File: config.mk
export PLATFORM = sky130hd
export DESIGN_NAME = relu_maxpool2x2_stream
export DESIGN_NICKNAME = d
export VERILOG_FILES = /design/src/rtl/relu_maxpool2x2_stream.sv
export SDC_FILE = /design/constraint.sdc
export NUM_CORES = 1
export LEC_CHECK = 0
export ABC_AREA = 1
export CORE_ASPECT_RATIO = 0.6
export CORE_MARGIN = 4
export CORE_UTILIZATION = 52
export CTS_CLUSTER_DIAMETER = 50
export DETAILED_ROUTE_END_ITERATION = 6
export GPL_ROUTABILITY_DRIVEN = 0
export GPL_TIMING_DRIVEN = 0
export PLACE_DENSITY = 0.87
export SLEW_MARGIN = 15
export SYNTH_ARGS = -nofsm -noshare
export SYNTH_HDL_FRONTEND = slang
export SYNTH_SLANG_ARGS = --single-unit
File: constraint.sdc
create_clock -name clk -period 4 [get_ports clk]
set_input_delay 1 -clock clk [delete_from_list [all_inputs] [get_ports clk]]
set_output_delay 1 -clock clk [all_outputs]
set_load 0.01 [all_outputs]
File: src/rtl/relu_maxpool2x2_stream.sv
// ReLU + 2x2 stride-2 max pooling over a channel-major raster stream.
// Top-row pair maxima live in a half-width line buffer; one output register with valid/ready.
module relu_maxpool2x2_stream #(
  parameter int DATA_W    = 16,
  parameter int IN_HEIGHT = 4,
  parameter int IN_WIDTH  = 4,
  parameter int CHANNELS  = 2
) (
  input  logic                     clk,
  input  logic                     rst_n,
  input  logic                     in_valid,
  output logic                     in_ready,
  input  logic signed [DATA_W-1:0] in_data,
  output logic                     out_valid,
  input  logic                     out_ready,
  output logic signed [DATA_W-1:0] out_data,
  output logic                     out_last
);

  localparam int CW  = $clog2(IN_WIDTH);
  localparam int RW  = $clog2(IN_HEIGHT);
  localparam int CHW = (CHANNELS > 1) ? $clog2(CHANNELS) : 1;
  localparam int HW  = IN_WIDTH / 2;
  localparam int LBW = (HW > 1) ? $clog2(HW) : 1;

  logic [CW-1:0]  col;
  logic [RW-1:0]  row;
  logic [CHW-1:0] ch;
  logic [LBW-1:0] lb_idx;

  logic signed [DATA_W-1:0] hold;
  logic signed [DATA_W-1:0] linebuf [HW];
  logic signed [DATA_W-1:0] m_pair, m_win, relu;

  logic accept, col_end, row_end, ch_end, win_end;

  assign in_ready = !out_valid || out_ready;
  assign accept   = in_valid && in_ready;
  assign col_end  = (col == CW'(IN_WIDTH - 1));
  assign row_end  = (row == RW'(IN_HEIGHT - 1));
  assign ch_end   = (ch == CHW'(CHANNELS - 1));
  assign win_end  = row[0] && col[0];
  assign lb_idx   = LBW'(col >> 1);

  // Pair max feeds both the line buffer (top row) and the window max (bottom row).
  assign m_pair = (in_data > hold) ? in_data : hold;
  assign m_win  = (linebuf[lb_idx] > m_pair) ? linebuf[lb_idx] : m_pair;
  assign relu   = m_win[DATA_W-1] ? '0 : m_win;

  always_ff @(posedge clk or negedge rst_n) begin
    if (!rst_n) begin
      col  <= '0;
      row  <= '0;
      ch   <= '0;
      hold <= '0;
    end else if (accept) begin
      col <= col_end ? '0 : col + 1'b1;
      if (col_end) begin
        row <= row_end ? '0 : row + 1'b1;
        if (row_end) ch <= ch_end ? '0 : ch + 1'b1;
      end
      if (!col[0]) hold <= in_data;
    end
  end

  // Always written on a top row before the matching bottom row reads it; no reset needed.
  always_ff @(posedge clk) begin
    if (accept && !row[0] && col[0]) linebuf[lb_idx] <= m_pair;
  end

  always_ff @(posedge clk or negedge rst_n) begin
    if (!rst_n) begin
      out_valid <= 1'b0;
      out_data  <= '0;
      out_last  <= 1'b0;
    end else if (accept && win_end) begin
      out_valid <= 1'b1;
      out_data  <= relu;
      out_last  <= row_end && col_end && ch_end;
    end else if (out_ready) begin
      out_valid <= 1'b0;
    end
  end

endmodule
==> results of run 1 <==
## area by class of cell
| class | count | area [um^2] | share of cell area [%] |
|---|---|---|---|
| plain buffers | 16 | 135 | 2.44 |
| clock buffers | 15 | 278 | 5.02 |
| clock inverters | 1 | 5.00 | 0.0905 |
| inverters | 58 | 218 | 3.94 |
| multi-input cells | 332 | 2300 | 41.6 |
| flip-flops and latches | 70 | 1910 | 34.6 |
| well taps | 104 | 130 | 2.35 |
| repair buffers | 57 | 551 | 9.95 |
## per-stage QoR
step / setup WS (ns) / instances / hold slack (ns)
2_1_floorplan: -0.193 / 476 / 0.445
3_3_place_gp: -1.23 / 617 / 0.461
3_5_place_dp: -1.37 / 618 / 0.465
4_1_cts: -0.197 / 649 / 0.477
5_1_grt: -0.398 / 653 / 0.500
6_report: -0.281 / 653 / 0.472
## cell families after synthesis
logic type,after synthesis,share of synthesized area [%]
AOI/OAI and AO/OA,56,7.30
DFF,70,47.4
and+or+nand+nor,240,26.7
xor gates and xnor gates,1,0.217
adders and majority gates,33,10.2
buffers and inverters,74,7.70
muxes,1,0.279
other,1,0.0930
## flip-flops by register name, indices dropped and copies added, names as in the netlist
register,cells
out_last,1
ch,1
hold,16
row,2
linebuf,32
out_valid,1
out_data,15
col,2
## layout by cell type (no fill, tap or decap), drive strengths merged
cell	count
clkbuf	22
nor2	26
mux2	1
a21oi	24
edfxtp	32
a311oi	1
inv	58
nand2	165
a21o	2
nand3	39
nand4	6
and3	1
clkdlybuf4s50	20
xnor2	1
or2	2
dfrtp	38
clkinv	1
nor3	1
a211oi	1
o21ai	27
buf	46
ha	33
o21bai	1
conb	1
## what timing repair did
action                     CTS  global route
buffers inserted            14             4
cloned                       1             0
setup endpoints to repair   15            15
pin swaps                   35            56
gates resized for setup    117            60
## worst min path at each step
stage               slack, ns            from  depth (start not counted)        endpoint
floorplan                0.45  ch$_DFFE_PN0P_                          1  ch$_DFFE_PN0P_
global placement         0.46  ch$_DFFE_PN0P_                          1  ch$_DFFE_PN0P_
detailed placement       0.47  ch$_DFFE_PN0P_                          1  ch$_DFFE_PN0P_
CTS                      0.48  ch$_DFFE_PN0P_                          1  ch$_DFFE_PN0P_
global route             0.50  ch$_DFFE_PN0P_                          1  ch$_DFFE_PN0P_
finish                   0.47  ch$_DFFE_PN0P_                          1  ch$_DFFE_PN0P_
## routing by layer
metal	global-route usage (%)	up-vias
met4	7.05	0
li1	-	1685
met3	8.01	16
met5	0	-
met1	30.8	1773
met2	38.3	147
==> metrics.txt, run 1 <==
Layout fillers=between 500 and 600; yosys warns=0; WL/cell=17.1 um; initial antenna violation count=0; top post-synthesis cells by count=nand2_1, inv_1, dfrtp_1, ha_1, edfxtp_1; Worst-path clk slew=0.05 ns; worst hold path type=reg -> reg; Met1 Wirelength=4720 um; Crit. End Element=flip-flop; Std-Cell Rows=24; CP max stage delay=0.34 ns; routed vias/inst=~5.5; fin crit period=4.28 ns; WP data required=4.23 ns; CP Capture Point=out_data[0]$_DFFE_PN0P_; post-place instance area=4710 um^2; beginning of the critical path=in_data[10]; Mapped Avg Cell Area=8.47 um^2; failing checks=setup timing; worst r2r src=hold[9]$_DFFE_PN0P_; CP Depth=27; RSZ-0062 raised after global routing=yes; CP bufs+invs=5; Synth Register Bits=70; max layer used=met4; flop2flop setup slack=-0.01 ns; drc violations=0; share of post-route cells with drive strength above 1=between 20% and 30%; total negative slack=-3.92 ns; Antenna Cells=0; drt pass-1 iters=5; period utilization=107%; dpl hpwl=approximately 7100 um; Fmax=approximately 0.23 GHz; Cell Area, Synth=just over 4000 um^2; gr ovfl total=0; Final Setup Violations=15; met2 wire length=5440 um; Final ANT Viol Nets=0; Layout area overhead=37.2%; Root Driver=clkbuf_16; worst setup slack after layout=-0.281 ns; family with the most delay on the worst path=simple AND/OR/NAND/NOR gates; Post-synth ARST share=between 50 and 60%; Slew @ Worst Pin=~1.0 ns; DIE AREA=9270 um^2; H-tree depth=3; post-synthesis sequential area ratio=a little under half; CTS tree=done; Netlist cell types=31; Ports=39; CP dominant cell by count=nand2_1; crit path max fanout=8; design area=5530 um^2; hold_buf cts=0; CP Launch Type=input pin; met3 wire len=824 um; post-layout util=74.9%; drt first-iter violations=between 300 and 400; clk_lat worst skew=0.34 ns; Vias=3621; # port buffers=37; Post-synth EDFFs=32; Final Hold Fails=0; max cap viols=0; clock sink count=70; synth top area cells=edfxtp_1, dfrtp_1, nand2_1; die width=122 um; commonest register cell after synthesis=dfrtp_1; status=complete, but fails checks; final-report max-slew violation count=0; biggest area consumer among synthesized cells=edfxtp_1; Starting Density=54.6%; Longest Clk Path Bufs=2; pin count of the biggest net entering global routing=22; Worst Path Arrival=between 4 and 5 ns; first-pass GRT wire length=about 17000 um; Syn Nets=529; Die Span Y=76.2 um; FF-to-FF path depth=27; area of the core=7390 um^2; Mapped Cells=476; final wirelength=11100 um; post-route clock skew=0.0111 ns; CTS Buf Count=9; gr usage total=between 20% and 30%; Final Net Count=between 500 and 600; post-synth top area share=23.8%; kind of critical path=in -> reg; Crit-path slowest cell=ha_1; Slew headroom=between 30 and 40%; number of global-route vias before repair=3677; count leader, synth=nand2_1; r2r endpoint=out_data[0]$_DFFE_PN0P_
Power of run 1 is not shown: default switching activity piles up to over one toggle a cycle in this logic, so the estimate is an artifact.
==> inputs of run 2 (changes only) <==
CORE_UTILIZATION = 62   (was 52)
PLACE_DENSITY = 0.95   (was 0.87)
clock period = 5.5 ns   (was 4 ns; I/O delays follow)
==> run 2 against run 1 <==
Against the previous run: critical path depth down 1; die area shrank 15%; final area fell by 13%; clock skew fell by 0.0017 ns; critical endpoint is now out_data[7]$_DFFE_PN0P_; register-to-register slack better by 1.3 ns; clock-buffer cell count fell by 3; sequential share of layout area up 5.1 points; cell count shrank 5.5%; the run now ends clean; highest routed layer unchanged; first-iteration DRC count fell by 4.7%; utilization is 2.9 points higher; routed wire length decreased by 14%.
==> metrics.txt, run 2 (synthesis results as in run 1) <==
CP Depth=26 (was 27); Root Driver=clkbuf_8 (was clkbuf_16); flop2flop setup slack=1.29 ns (was -0.01 ns); gr usage total=25.0% (was 23.9%); Layout fillers=436 (was 506); die width=112 um (was 122 um); Worst Path Arrival=5.52 ns (was 4.51 ns); post-route clock skew=0.00937 ns (was 0.0111 ns); Worst-path clk slew=0.06 ns (was 0.05 ns); number of global-route vias before repair=3368 (was 3677); crit path max fanout=10 (was 8); H-tree depth=3 (unchanged); CP dominant cell by count=nand2_1 (unchanged); routed vias/inst=5.65 (was 5.55); clock sink count=70 (unchanged); CTS tree=done (unchanged); FF-to-FF path depth=25 (was 27); Crit. End Element=flip-flop (unchanged); Die Span Y=70.5 um (was 76.2 um); Multi-input gate area=1860 um^2 (was 2300 um^2); CP max stage delay=0.45 ns (was 0.34 ns); Final Hold Fails=0 (unchanged); WL/cell=15.5 um (was 17.1 um); r2r endpoint=out_data[7]$_DFFE_PN0P_ (was out_data[0]$_DFFE_PN0P_); period utilization=between 90% and 100%; number of cells on the worst hold path=2 (was 1); Ports=39 (unchanged); drc violations=0 (unchanged); pin count of the biggest net entering global routing=22 (unchanged); max cap viols=0 (unchanged); worst setup slack after layout=0.206 ns (was -0.281 ns); kind of critical path=in -> reg (unchanged); post-place instance area=4530 um^2 (was 4710 um^2); Antenna Cells=0 (unchanged); beginning of the critical path=in_data[7] (was in_data[10]); commonest non-fill, non-tap cell in the layout=nand2_1 (unchanged); worst hold path type=reg -> reg (unchanged); design area=4810 um^2 (was 5530 um^2); Fmax=0.189 GHz; Final ANT Viol Nets=0 (unchanged); registers with the most flip-flops=linebuf: 32 flops, hold: 16 flops, out_data: 15 flops (unchanged); RSZ-0062 raised after global routing=no (was yes); CP Capture Point=out_data[7]$_DFFE_PN0P_ (was out_data[0]$_DFFE_PN0P_); Vias=3487 (was 3621); fin crit period=5.29 ns; Starting Density=65.1% (was 54.6%); final wirelength=9560 um (was 11100 um); initial antenna violation count=0 (unchanged); hold_buf cts=0 (unchanged); DIE AREA=7900 um^2 (was 9270 um^2); most frequent cells in the layout=nand2_1, inv_1, dfrtp_1, clkdlybuf4s50_1 (was nand2_1, inv_1, dfrtp_1, edfxtp_1, nand2_2); Crit-path slowest cell=clkdlybuf4s50_1 (was ha_1); Std-Cell Rows=22 (was 24); area of the core=6190 um^2 (was 7390 um^2); WP data required=5.73 ns (was 4.23 ns); post-layout util=77.7% (was 74.9%); drt pass-1 iters=5 (unchanged); final-report max-slew violation count=0 (unchanged); dpl hpwl=6950 um (was 7080 um); Longest Clk Path Bufs=2 (unchanged); share of post-route cells with drive strength above 1=12.0% (was 29.7%); CP bufs+invs=3 (was 5); # port buffers=37 (unchanged); Slew @ Worst Pin=0.916 ns (was 1.02 ns); Storage cell area=1910 um^2 (unchanged); Layout area overhead=19.5% (was 37.2%); Final Net Count=581 (was 597); CTS Buf Count=9 (unchanged); first-pass GRT wire length=15500 um (was 17100 um); family with the most delay on the worst path=simple AND/OR/NAND/NOR gates (unchanged); CP Launch Type=input pin (unchanged); worst r2r src=hold[9]$_DFFE_PN0P_ (unchanged); dpl ws=-0.719 ns (was -1.37 ns); Biggest register=linebuf (unchanged); max reg flops=32 (unchanged); Slew headroom=38.9% (was 32.1%); Final Setup Violations=0 (was 15); gr ovfl total=0 (unchanged); clk_lat worst skew=0.34 ns (about the same); status=finished clean (was complete, but fails checks); drt first-iter violations=303 (was 318)
==> run 2: worst min path at each step <==
stage,from,endpoint,slack (ns)
2_1_floorplan,ch$_DFFE_PN0P_,ch$_DFFE_PN0P_,0.45
3_3_place_gp,ch$_DFFE_PN0P_,ch$_DFFE_PN0P_,0.46
3_5_place_dp,ch$_DFFE_PN0P_,ch$_DFFE_PN0P_,0.47
4_1_cts,ch$_DFFE_PN0P_,ch$_DFFE_PN0P_,0.49
5_1_grt,ch$_DFFE_PN0P_,ch$_DFFE_PN0P_,0.49
6_report,out_data[8]$_DFFE_PN0P_,out_data[8]$_DFFE_PN0P_,0.48
==> run 2: what timing repair did <==
item / CTS / global route
pin swaps: 1 / 6
gates resized for setup: 8 / 8
cloned: 0 / 0
buffers inserted: 0 / 4
endpoints found under the setup margin: 15 / 15
==> run 2: worst register-to-register path: cells and delay by family (launching register included) <==
family	cells	cell delay, ns
adder cells (fa/ha/maj)	2	0.62
flip-flops	1	0.38
AO/OA/AOI/OAI	4	0.82
buffers and inverters	3	0.51
AND/OR/NAND/NOR	16	1.76
==> run 2: cell type report <==
cell class	count	share of cell area, %
clock buffers	12	3.01
repair buffers	42	8.84
plain buffers	15	2.03
multi-input cells	332	38.7
inverters	58	4.52
flip-flops and latches	70	39.7
clock inverters	4	0.988
well taps	84	2.18
==> run 2: stage by stage <==
stage	hold WS (ns)	setup TNS [ns]	instances
6_report	0.482	0	617
5_1_grt	0.492	0	617
4_1_cts	0.486	0	613
3_5_place_dp	0.471	-10.01	598
3_3_place_gp	0.461	-5.56	597
2_1_floorplan	0.445	0	476
==> run 2: per-layer routing <==
layer | wire, um | share of wire [%] | global-route usage [%]
met5 | 0 | 0 | 0
met3 | 861 | 9.0 | 7.53
met1 | 4150 | 43 | 32.4
met4 | 164 | 1.7 | 8.67
met2 | 4390 | 46 | 40.2
Power of run 2 is left out for the same reason.
==> inputs of run 3 (changes only) <==
SKIP_LAST_GASP = 1   (was default)
==> results of run 3 <==
Same layout as run 2: the final DEF is identical, and so are final timing and power.
Power of run 3 is left out for the same reason.
